### src/rtl/rsa_exp_sequencer_if.sv
// Control/handshake bundle between a host and the MMM exponentiation sequencer.
// The master drives the request side; the slave (the sequencer) drives status and datapath controls.
interface rsa_exp_sequencer_if #(
    parameter int EXP_WIDTH = 10,
    parameter int LEN_W     = $clog2(EXP_WIDTH + 1)
);
    logic                 en;
    logic                 start;
    logic                 abort;
    logic [EXP_WIDTH-1:0] exp_e;
    logic [LEN_W-1:0]     exp_len;

    logic                 busy;
    logic                 done;
    logic                 eoc;
    logic                 rst_mmm;
    logic                 ld_a;
    logic                 ld_r;
    logic                 lock1;
    logic                 lock2;
    logic [1:0]           sel1;
    logic                 sel2;

    modport master (
        output en, start, abort, exp_e, exp_len,
        input  busy, done, eoc, rst_mmm, ld_a, ld_r, lock1, lock2, sel1, sel2
    );

    modport slave (
        input  en, start, abort, exp_e, exp_len,
        output busy, done, eoc, rst_mmm, ld_a, ld_r, lock1, lock2, sel1, sel2
    );
endinterface

### src/rtl/rsa_exp_sequencer.sv
// Purpose: FSM sequencing the Montgomery-multiplier datapath through PRE, per-bit EXP and POST slots.
// Latency: done pulses 1+(2+len)*(WIDTH+4) enabled cycles after start is accepted.
// Backpressure: en=0 freezes all state and outputs; start is only taken in IDLE with en=1.
module rsa_exp_sequencer #(
    parameter  int WIDTH     = 8,
    parameter  int EXP_WIDTH = 10,
    localparam int LEN_W     = $clog2(EXP_WIDTH + 1)
) (
    input  logic clk,
    input  logic rst,
    rsa_exp_sequencer_if.slave bus
);

    localparam int S    = WIDTH + 4;
    localparam int SC_W = $clog2(S);

    localparam logic [SC_W-1:0]  SC_LAST = SC_W'(S - 1);
    localparam logic [LEN_W-1:0] LEN_MAX = LEN_W'(EXP_WIDTH);

    localparam logic [2:0] ST_IDLE = 3'd0;
    localparam logic [2:0] ST_PRE  = 3'd1;
    localparam logic [2:0] ST_EXP  = 3'd2;
    localparam logic [2:0] ST_POST = 3'd3;
    localparam logic [2:0] ST_DONE = 3'd4;

    logic [2:0]           state;
    logic [SC_W-1:0]      sc;
    logic [LEN_W-1:0]     bc;
    logic [LEN_W-1:0]     len_reg;
    logic [EXP_WIDTH-1:0] e_reg;
    logic                 eoc_r;
    logic                 slot_end;

    assign slot_end = (sc == SC_LAST);

    always_ff @(posedge clk) begin
        if (rst) begin
            state   <= ST_IDLE;
            sc      <= '0;
            bc      <= '0;
            len_reg <= '0;
            e_reg   <= '0;
            eoc_r   <= 1'b0;
        end else if (bus.en) begin
            if (state != ST_IDLE && bus.abort) begin
                // eoc was cleared when this run was accepted, so an aborted run never raises it
                state <= ST_IDLE;
                sc    <= '0;
            end else begin
                case (state)
                    ST_IDLE: begin
                        if (bus.start && !bus.abort) begin
                            e_reg   <= bus.exp_e;
                            len_reg <= (bus.exp_len > LEN_MAX) ? LEN_MAX : bus.exp_len;
                            bc      <= '0;
                            eoc_r   <= 1'b0;
                            sc      <= '0;
                            state   <= ST_PRE;
                        end
                    end
                    ST_PRE: begin
                        if (slot_end) begin
                            sc    <= '0;
                            state <= (len_reg != '0) ? ST_EXP : ST_POST;
                        end else begin
                            sc <= sc + SC_W'(1);
                        end
                    end
                    ST_EXP: begin
                        if (slot_end) begin
                            sc    <= '0;
                            e_reg <= e_reg >> 1;
                            bc    <= bc + LEN_W'(1);
                            if (bc == len_reg - LEN_W'(1)) begin
                                state <= ST_POST;
                            end
                        end else begin
                            sc <= sc + SC_W'(1);
                        end
                    end
                    ST_POST: begin
                        if (slot_end) begin
                            // eoc rises together with the single DONE cycle
                            sc    <= '0;
                            eoc_r <= 1'b1;
                            state <= ST_DONE;
                        end else begin
                            sc <= sc + SC_W'(1);
                        end
                    end
                    ST_DONE: begin
                        state <= ST_IDLE;
                    end
                    default: begin
                        state <= ST_IDLE;
                        sc    <= '0;
                    end
                endcase
            end
        end
    end

    logic       busy_c;
    logic       done_c;
    logic       rst_mmm_c;
    logic       ld_a_c;
    logic       ld_r_c;
    logic       lock1_c;
    logic       lock2_c;
    logic [1:0] sel1_c;
    logic       sel2_c;

    always_comb begin
        busy_c    = 1'b0;
        done_c    = 1'b0;
        rst_mmm_c = 1'b0;
        ld_a_c    = 1'b0;
        ld_r_c    = 1'b0;
        lock1_c   = 1'b0;
        lock2_c   = 1'b0;
        sel1_c    = 2'b00;
        sel2_c    = 1'b0;
        case (state)
            ST_PRE: begin
                busy_c    = 1'b1;
                rst_mmm_c = 1'b1;
                ld_a_c    = (sc == '0);
                ld_r_c    = slot_end;
                lock1_c   = 1'b1;
                lock2_c   = 1'b1;
            end
            ST_EXP: begin
                // Square every slot; multiply into result 1 only where the current exponent bit is set
                busy_c    = 1'b1;
                rst_mmm_c = 1'b1;
                ld_a_c    = (sc == '0);
                ld_r_c    = slot_end;
                lock1_c   = e_reg[0];
                lock2_c   = 1'b1;
                sel1_c    = 2'b01;
                sel2_c    = 1'b1;
            end
            ST_POST: begin
                busy_c    = 1'b1;
                rst_mmm_c = 1'b1;
                ld_a_c    = (sc == '0);
                ld_r_c    = slot_end;
                lock1_c   = 1'b1;
                sel1_c    = 2'b10;
                sel2_c    = 1'b1;
            end
            ST_DONE: begin
                busy_c    = 1'b1;
                done_c    = 1'b1;
                rst_mmm_c = 1'b1;
            end
            default: begin
                busy_c = 1'b0;
            end
        endcase
    end

    assign bus.busy    = busy_c;
    assign bus.done    = done_c;
    assign bus.eoc     = eoc_r;
    assign bus.rst_mmm = rst_mmm_c;
    assign bus.ld_a    = ld_a_c;
    assign bus.ld_r    = ld_r_c;
    assign bus.lock1   = lock1_c;
    assign bus.lock2   = lock2_c;
    assign bus.sel1    = sel1_c;
    assign bus.sel2    = sel2_c;

endmodule

### src/flat_wrapper.sv
// flat-port wrapper written by rule: the top's interface ports become plain ports
module rsa_exp_sequencer_flat 
#(
    parameter  int WIDTH     = 8,
    parameter  int EXP_WIDTH = 10,
    localparam int LEN_W     = $clog2(EXP_WIDTH + 1)
)
  (clk, rst, bus_en, bus_start, bus_abort, bus_exp_e, bus_exp_len, bus_busy, bus_done, bus_eoc, bus_rst_mmm, bus_ld_a, bus_ld_r, bus_lock1, bus_lock2, bus_sel1, bus_sel2);
  rsa_exp_sequencer_if #(.EXP_WIDTH(EXP_WIDTH)) bus_i ();
  input  logic clk;
  input  logic rst;
  input wire logic [$bits(bus_i.en)-1:0] bus_en;
  input wire logic [$bits(bus_i.start)-1:0] bus_start;
  input wire logic [$bits(bus_i.abort)-1:0] bus_abort;
  input wire logic [$bits(bus_i.exp_e)-1:0] bus_exp_e;
  input wire logic [$bits(bus_i.exp_len)-1:0] bus_exp_len;
  output wire logic [$bits(bus_i.busy)-1:0] bus_busy;
  output wire logic [$bits(bus_i.done)-1:0] bus_done;
  output wire logic [$bits(bus_i.eoc)-1:0] bus_eoc;
  output wire logic [$bits(bus_i.rst_mmm)-1:0] bus_rst_mmm;
  output wire logic [$bits(bus_i.ld_a)-1:0] bus_ld_a;
  output wire logic [$bits(bus_i.ld_r)-1:0] bus_ld_r;
  output wire logic [$bits(bus_i.lock1)-1:0] bus_lock1;
  output wire logic [$bits(bus_i.lock2)-1:0] bus_lock2;
  output wire logic [$bits(bus_i.sel1)-1:0] bus_sel1;
  output wire logic [$bits(bus_i.sel2)-1:0] bus_sel2;
  assign bus_i.en = bus_en;
  assign bus_i.start = bus_start;
  assign bus_i.abort = bus_abort;
  assign bus_i.exp_e = bus_exp_e;
  assign bus_i.exp_len = bus_exp_len;
  assign bus_busy = bus_i.busy;
  assign bus_done = bus_i.done;
  assign bus_eoc = bus_i.eoc;
  assign bus_rst_mmm = bus_i.rst_mmm;
  assign bus_ld_a = bus_i.ld_a;
  assign bus_ld_r = bus_i.ld_r;
  assign bus_lock1 = bus_i.lock1;
  assign bus_lock2 = bus_i.lock2;
  assign bus_sel1 = bus_i.sel1;
  assign bus_sel2 = bus_i.sel2;
  rsa_exp_sequencer #(.WIDTH(WIDTH), .EXP_WIDTH(EXP_WIDTH)) u_core (.clk(clk), .rst(rst), .bus(bus_i));
endmodule
### config.mk
export PLATFORM = sky130hd
export DESIGN_NAME = rsa_exp_sequencer_flat
export DESIGN_NICKNAME = d
export VERILOG_FILES = /design/src/rtl/rsa_exp_sequencer_if.sv /design/src/rtl/rsa_exp_sequencer.sv /design/src/flat_wrapper.sv
export SDC_FILE = /design/constraint.sdc
export NUM_CORES = 1
export LEC_CHECK = 0
export CAP_MARGIN = 20
export CORE_MARGIN = 5
export CORE_UTILIZATION = 45
export CTS_CLUSTER_DIAMETER = 150
export DETAILED_ROUTE_END_ITERATION = 10
export GPL_ROUTABILITY_DRIVEN = 0
export GPL_TIMING_DRIVEN = 0
export PLACE_DENSITY = 0.71
export REMOVE_ABC_BUFFERS = 1
export SYNTH_ARGS = -nofsm -noshare
export SYNTH_HDL_FRONTEND = slang
export SYNTH_SLANG_ARGS = --single-unit
### constraint.sdc
create_clock -name clk -period 2.7 [get_ports clk]
set_clock_uncertainty 0.05 [all_clocks]
set_input_delay 0.405 -clock clk [delete_from_list [all_inputs] [get_ports clk]]
set_output_delay 0.405 -clock clk [all_outputs]
set_load 0.005 [all_outputs]
After elaboration in Yosys (flattened, before gate mapping)

Index checks and enable logic that the tools add are counted.

Memory bits (read-only): 0
Flip-flop bits (word level): 26
RAM bits: 0
Input port bits: 19
Bits in latches: 0
Logic and storage cells: 74
Memories: 0
Output and inout port bits: 11

Reduce and logical (&&, ||, !) cells: 19
Add/subtract/negate cells: 3
Divide/modulo/power cells: 0
Eq/ne operators: 15
Multiply operators: 0
Muxes and demuxes: 29
Shifts and indexed selects: 0
Bitwise logic cells: 1
$lt $le $gt $ge: 1

Operators with widths:

| operator            | count |
|---|---|
| $mux 10             | 2 |
| $mux 4              | 5 |
| $pmux 10 s2         | 1 |
| $mux 3              | 6 |
| $ne 3x1->1 const B  | 5 |
| $pmux 3 s4          | 1 |
| $pmux 4 s3          | 1 |
| $reduce_and 5->1    | 2 |
| $mux 1              | 9 |
| $add 4x1->4 const B | 2 |
| $ne 2x1->1 const B  | 4 |
| $pmux 4 s2          | 1 |
| $eq 3x2->1 const B  | 2 |
| $reduce_and 6->1    | 1 |
| $reduce_or 2->1     | 3 |
| $eq 4x4->1          | 1 |
| $eq 4x4->1 const B  | 1 |
| $gt 4x4->1 const B  | 1 |
| $logic_not 4->1     | 1 |
| $pmux 1 s2          | 2 |
| $pmux 2 s2          | 1 |
| $reduce_and 4->1    | 1 |
| $reduce_bool 2->1   | 2 |
| $reduce_bool 4->1   | 1 |
| 11 further kinds    | 12 |

Depth between registers and ports, before layout

Depth after elaboration: 6
Mapped depth: 7
Gate-level depth less buffers: 7

Worst setup path before layout

Ideal clock, no wire load.

Path kind: reg2reg
Start: reg u_core.len_reg[0]
End: reg u_core.state[1]
Cell stages (with the launch flop): 8
Setup time: 0.116 ns
Slack: 0.872 ns
Buffers on the path: 0
Data required time: 2.534 ns
Arrival: 1.661 ns
Cell sequence: dfxtp_1 > inv_1 > ha_1 > xnor2_1 > xnor2_1 > o311ai_0 > a21oi_1 > a41o_1

Longest elaborated chain between the ends: 4

Ends and longest elaborated chain:

| what                       | RTL line                | RTL |
|---|---|---|
| from (decl)                | rsa_exp_sequencer.sv:29 | `logic [LEN_W-1:0] len_reg;` |
| from (signal assigned)     | rsa_exp_sequencer.sv:54 | `len_reg <= (bus.exp_len > LEN_MAX) ? LEN_MAX : bus.exp_len;` |
| $sub 4x1->4                | rsa_exp_sequencer.sv:74 | `if (bc == len_reg - LEN_W'(1)) begin` |
| $eq 4x4->1                 | rsa_exp_sequencer.sv:74 |  |
| $ne 3x1->1 (no line)       | n/a                     |  |
| $reduce_and 6->1 (no line) | n/a                     |  |
| to (signal assigned)       | rsa_exp_sequencer.sv:64 | `state <= (len_reg != '0) ? ST_EXP : ST_POST;` |
| to (decl)                  | rsa_exp_sequencer.sv:26 | `logic [2:0] state;` |

No other way between the ends.
A chain may end at the register's enable or synchronous reset.

Worst setup path after layout

Start: reg u_core.sc[0]
End: out bus_ld_r

Longest elaborated chain between the ends: 2

Ends and longest elaborated chain:

| what                   | RTL line                 | RTL |
|---|---|---|
| from (decl)            | rsa_exp_sequencer.sv:27  | `logic [SC_W-1:0] sc;` |
| from (signal assigned) | rsa_exp_sequencer.sv:66  | `sc <= sc + SC_W'(1);` |
| from (signal assigned) | rsa_exp_sequencer.sv:78  | `sc <= sc + SC_W'(1);` |
| from (signal assigned) | rsa_exp_sequencer.sv:88  | `sc <= sc + SC_W'(1);` |
| $eq 4x4->1             | rsa_exp_sequencer.sv:34  | `assign slot_end = (sc == SC_LAST);` |
| $mux 1                 | rsa_exp_sequencer.sv:123 | `case (state)` |
| to (decl)              | flat_wrapper.sv:22       | `output wire logic [$bits(bus_i.ld_r)-1:0] bus_ld_r;` |

No other way between the ends.

==> results_dict.tcl <==
set metrics [dict create \
    antenna_found_initial 0 \
    grt_max_degree 24 \
    synth_edf_count 0 \
    synthTopCellsByCount "dfxtp_1, nor2_1, a21oi_1" \
    drt_first_iter_violations 58 \
    synth_compound_area_share_pct 18.5 \
    grt_pass1_vias 1257 \
    die_width_um 68.5 \
    critPathMaxFanout 5 \
    gr-total-overflow 0 \
    cp.required_ns 2.25 \
    vias_per_cell 5.27 \
    worstSkewPairLatency_ns 0.31 \
    async_flop_share_pct 0 \
    drv_slew 0 \
    multi_input_area_sq_um 916 \
    fmax_mhz 402 \
    ioPinCount 30 \
    ant_nets 0 \
    p_leak_nw 0.650 \
    synthCells 176 \
    chipHeight_um 68.5 \
    synth.distinct_cells 39 \
    yosysTopAreaCell "dfxtp_1" \
    vdd_drop_max_mv 0.340 \
    hold_viol 0 \
    cellPowerDensity_mw_per_mm2 378 \
    end_kind "primary output" \
    finalWirelength_mm 3.10 \
    clk_pin_slew_ns 0.13 \
    finalNetCount 225 \
    rsz0062_at_grt "false" \
    cp-start-kind "flop" \
    min_period_ns 2.49 \
    cts.sinks 26 \
    synthFlopType "dfxtp_1" \
    synth-adder-area-share_pct 3.25 \
    nFillCells 313 \
    syn_area_sq_mm 0.00154 \
    first_pass_iters 4 \
    drive_above_1_share_pct 13.5 \
    seq_area_sq_um 520 \
    min_path_type "reg2reg" \
    synth-simple-area-share_pct 24.4 \
    core_area_sq_mm 0.00334 \
    critPathArrivalTime_ns 2.03 \
    relSlewSlack_pct 52.9 \
    grt_pass1_wl_mm 5.29 \
    start_util_pct 46.2 \
    synth_seq_cells 26 \
    avgSynthCellArea_sq_um 8.76 \
    yosysMostFrequentCell "dfxtp_1" \
    setup_violations 0 \
    antenna_cells 0 \
    synth_top_area_share_pct 33.8 \
    layout.cells.non_filler 246 \
    vias 1296 \
    whs_ns 0.417 \
    synth.area.mux_share_pct 6.49 \
    syn2layout_area_growth_pct 22.4 \
    drc 0 \
    clock_path_buffers 2 \
    grt_use_total_pct 14.7 \
    cts_buffers 3 \
    wl_per_cell_um 12.6 \
    synth.area.top_cells "dfxtp_1, a211oi_2, mux2i_1" \
    dieArea_sq_mm 0.00470 \
    dpl.hpwl_mm 2.34 \
    cts_root_buf "clkbuf_4" \
    outcome "finished, final reports clean" \
    worst_slew_pin_slew_ns 0.706 \
    htreeDepth 1 \
    cts_tree "done" \
    finalCritPeriodShare_pct 92.2 \
    rows 21 \
    synth-xor-area-share_pct 6.25 \
    maxCapViolCount 0 \
    synth_top_family_by_area "simple AND/OR/NAND/NOR gates" \
    place.port_buffers 29 \
    largest_register_ffs 10 \
    ys_seq_area_share_pct 33.8 \
    synth_warnings 0 \
    placed_cells 239 \
    worstSetupPathType "reg2out" \
]
## power breakdown
group | switching (mW) | leakage (nW) | internal (mW)
logic | 0.0665 | 0.425 | 0.0771
clock network | 0.107 | 0.0138 | 0.0522
registers | 0.0129 | 0.211 | 0.397
## routing by layer
metal | global-route usage, % | vias up | share of wire, %
li1 | - | 665 | -
met1 | 16.6 | 599 | 45
met2 | 27.1 | 30 | 50
met3 | 4.05 | 2 | 4.8
met4 | 3.72 | 0 | 0.68
met5 | 0 | - | 0
## what timing repair did
item | in CTS | in global routing
resized for setup | 2 | 0
endpoints found under the setup margin | 2 | 1
hold buffers | 0 | 0
setup buffers | 0 | 4
## placed cells by master (no fill, tap or decap), types with 2 or more instances in the layout
cell type | Yosys | layout
o21ai_0 | 4 | 4
nand4_1 | 4 | 4
nand2_1 | 14 | 14
a21oi_1 | 15 | 15
nor3_2 | 4 | 4
xnor2_1 | 7 | 7
nor2_1 | 17 | 17
inv_1 | 6 | 6
buf_4 | 2 | 4
dfxtp_1 | 26 | 26
nor3_1 | 6 | 6
ha_1 | 4 | 4
xor2_1 | 4 | 4
and2_1 | 2 | 2
mux2i_1 | 10 | 10
nand2b_1 | 5 | 5
a211oi_2 | 10 | 10
nand3_1 | 4 | 4
clkbuf_4 | 0 | 3
nor3b_1 | 2 | 2
a211oi_1 | 2 | 2
clkdlybuf4s50_1 | 0 | 29
and3_1 | 2 | 2
## metrics by stage
step	power (mW)	setup slack (ns)	util (%)	TNS [ns]	instance area, sq um
6_report	0.713	0.211	56.5	0	1890
3_5_place_dp	0.561	-0.172	54.7	-0.211	1830
5_1_grt	0.751	0.0340	56.5	0	1890
4_1_cts	0.720	0.0743	55.6	0	1860
2_1_floorplan	0.489	0.427	-	0	1450
3_3_place_gp	0.552	-0.0927	53.9	-0.147	1800
## worst paths after layout
check,slack (ns),depth (start not counted),start,to
setup reg to reg,0.40,5,u_core.state[2],u_core.bc[3]
hold reg to reg,0.42,2,u_core.bus.eoc,u_core.bus.eoc
hold / removal,0.42,2,u_core.bus.eoc,u_core.bus.eoc
setup / recovery,0.21,5,u_core.sc[0],bus_ld_r
## cell type report
type                       count  share of cell area, %
multi-input combinational    131                   48.5
tap                           46                   3.05
timing repair buffer          34                   18.4
clock buffer                   3                   1.19
inverter                       6                   1.19
sequential                    26                   27.6
## cells by family after synthesis
| group | count (synthesis) |
|---|---|
| and+or+nand+nor | 70 |
| buffers and inverters | 19 |
| xor gates and xnor gates | 11 |
| muxes | 10 |
| AOI/OAI and AO/OA | 36 |
| DFF | 26 |
| adders and majority gates | 4 |
## critical path, stage by stage, from the launching register on
cell and delay (ns):
dfxtp_1 0.42, ha_1 0.24, nand2_1 0.08, or2_2 0.31, nor3_1 0.14, clkdlybuf4s50_1 0.53
No activity file was read; power rests on OpenSTA's default activity.
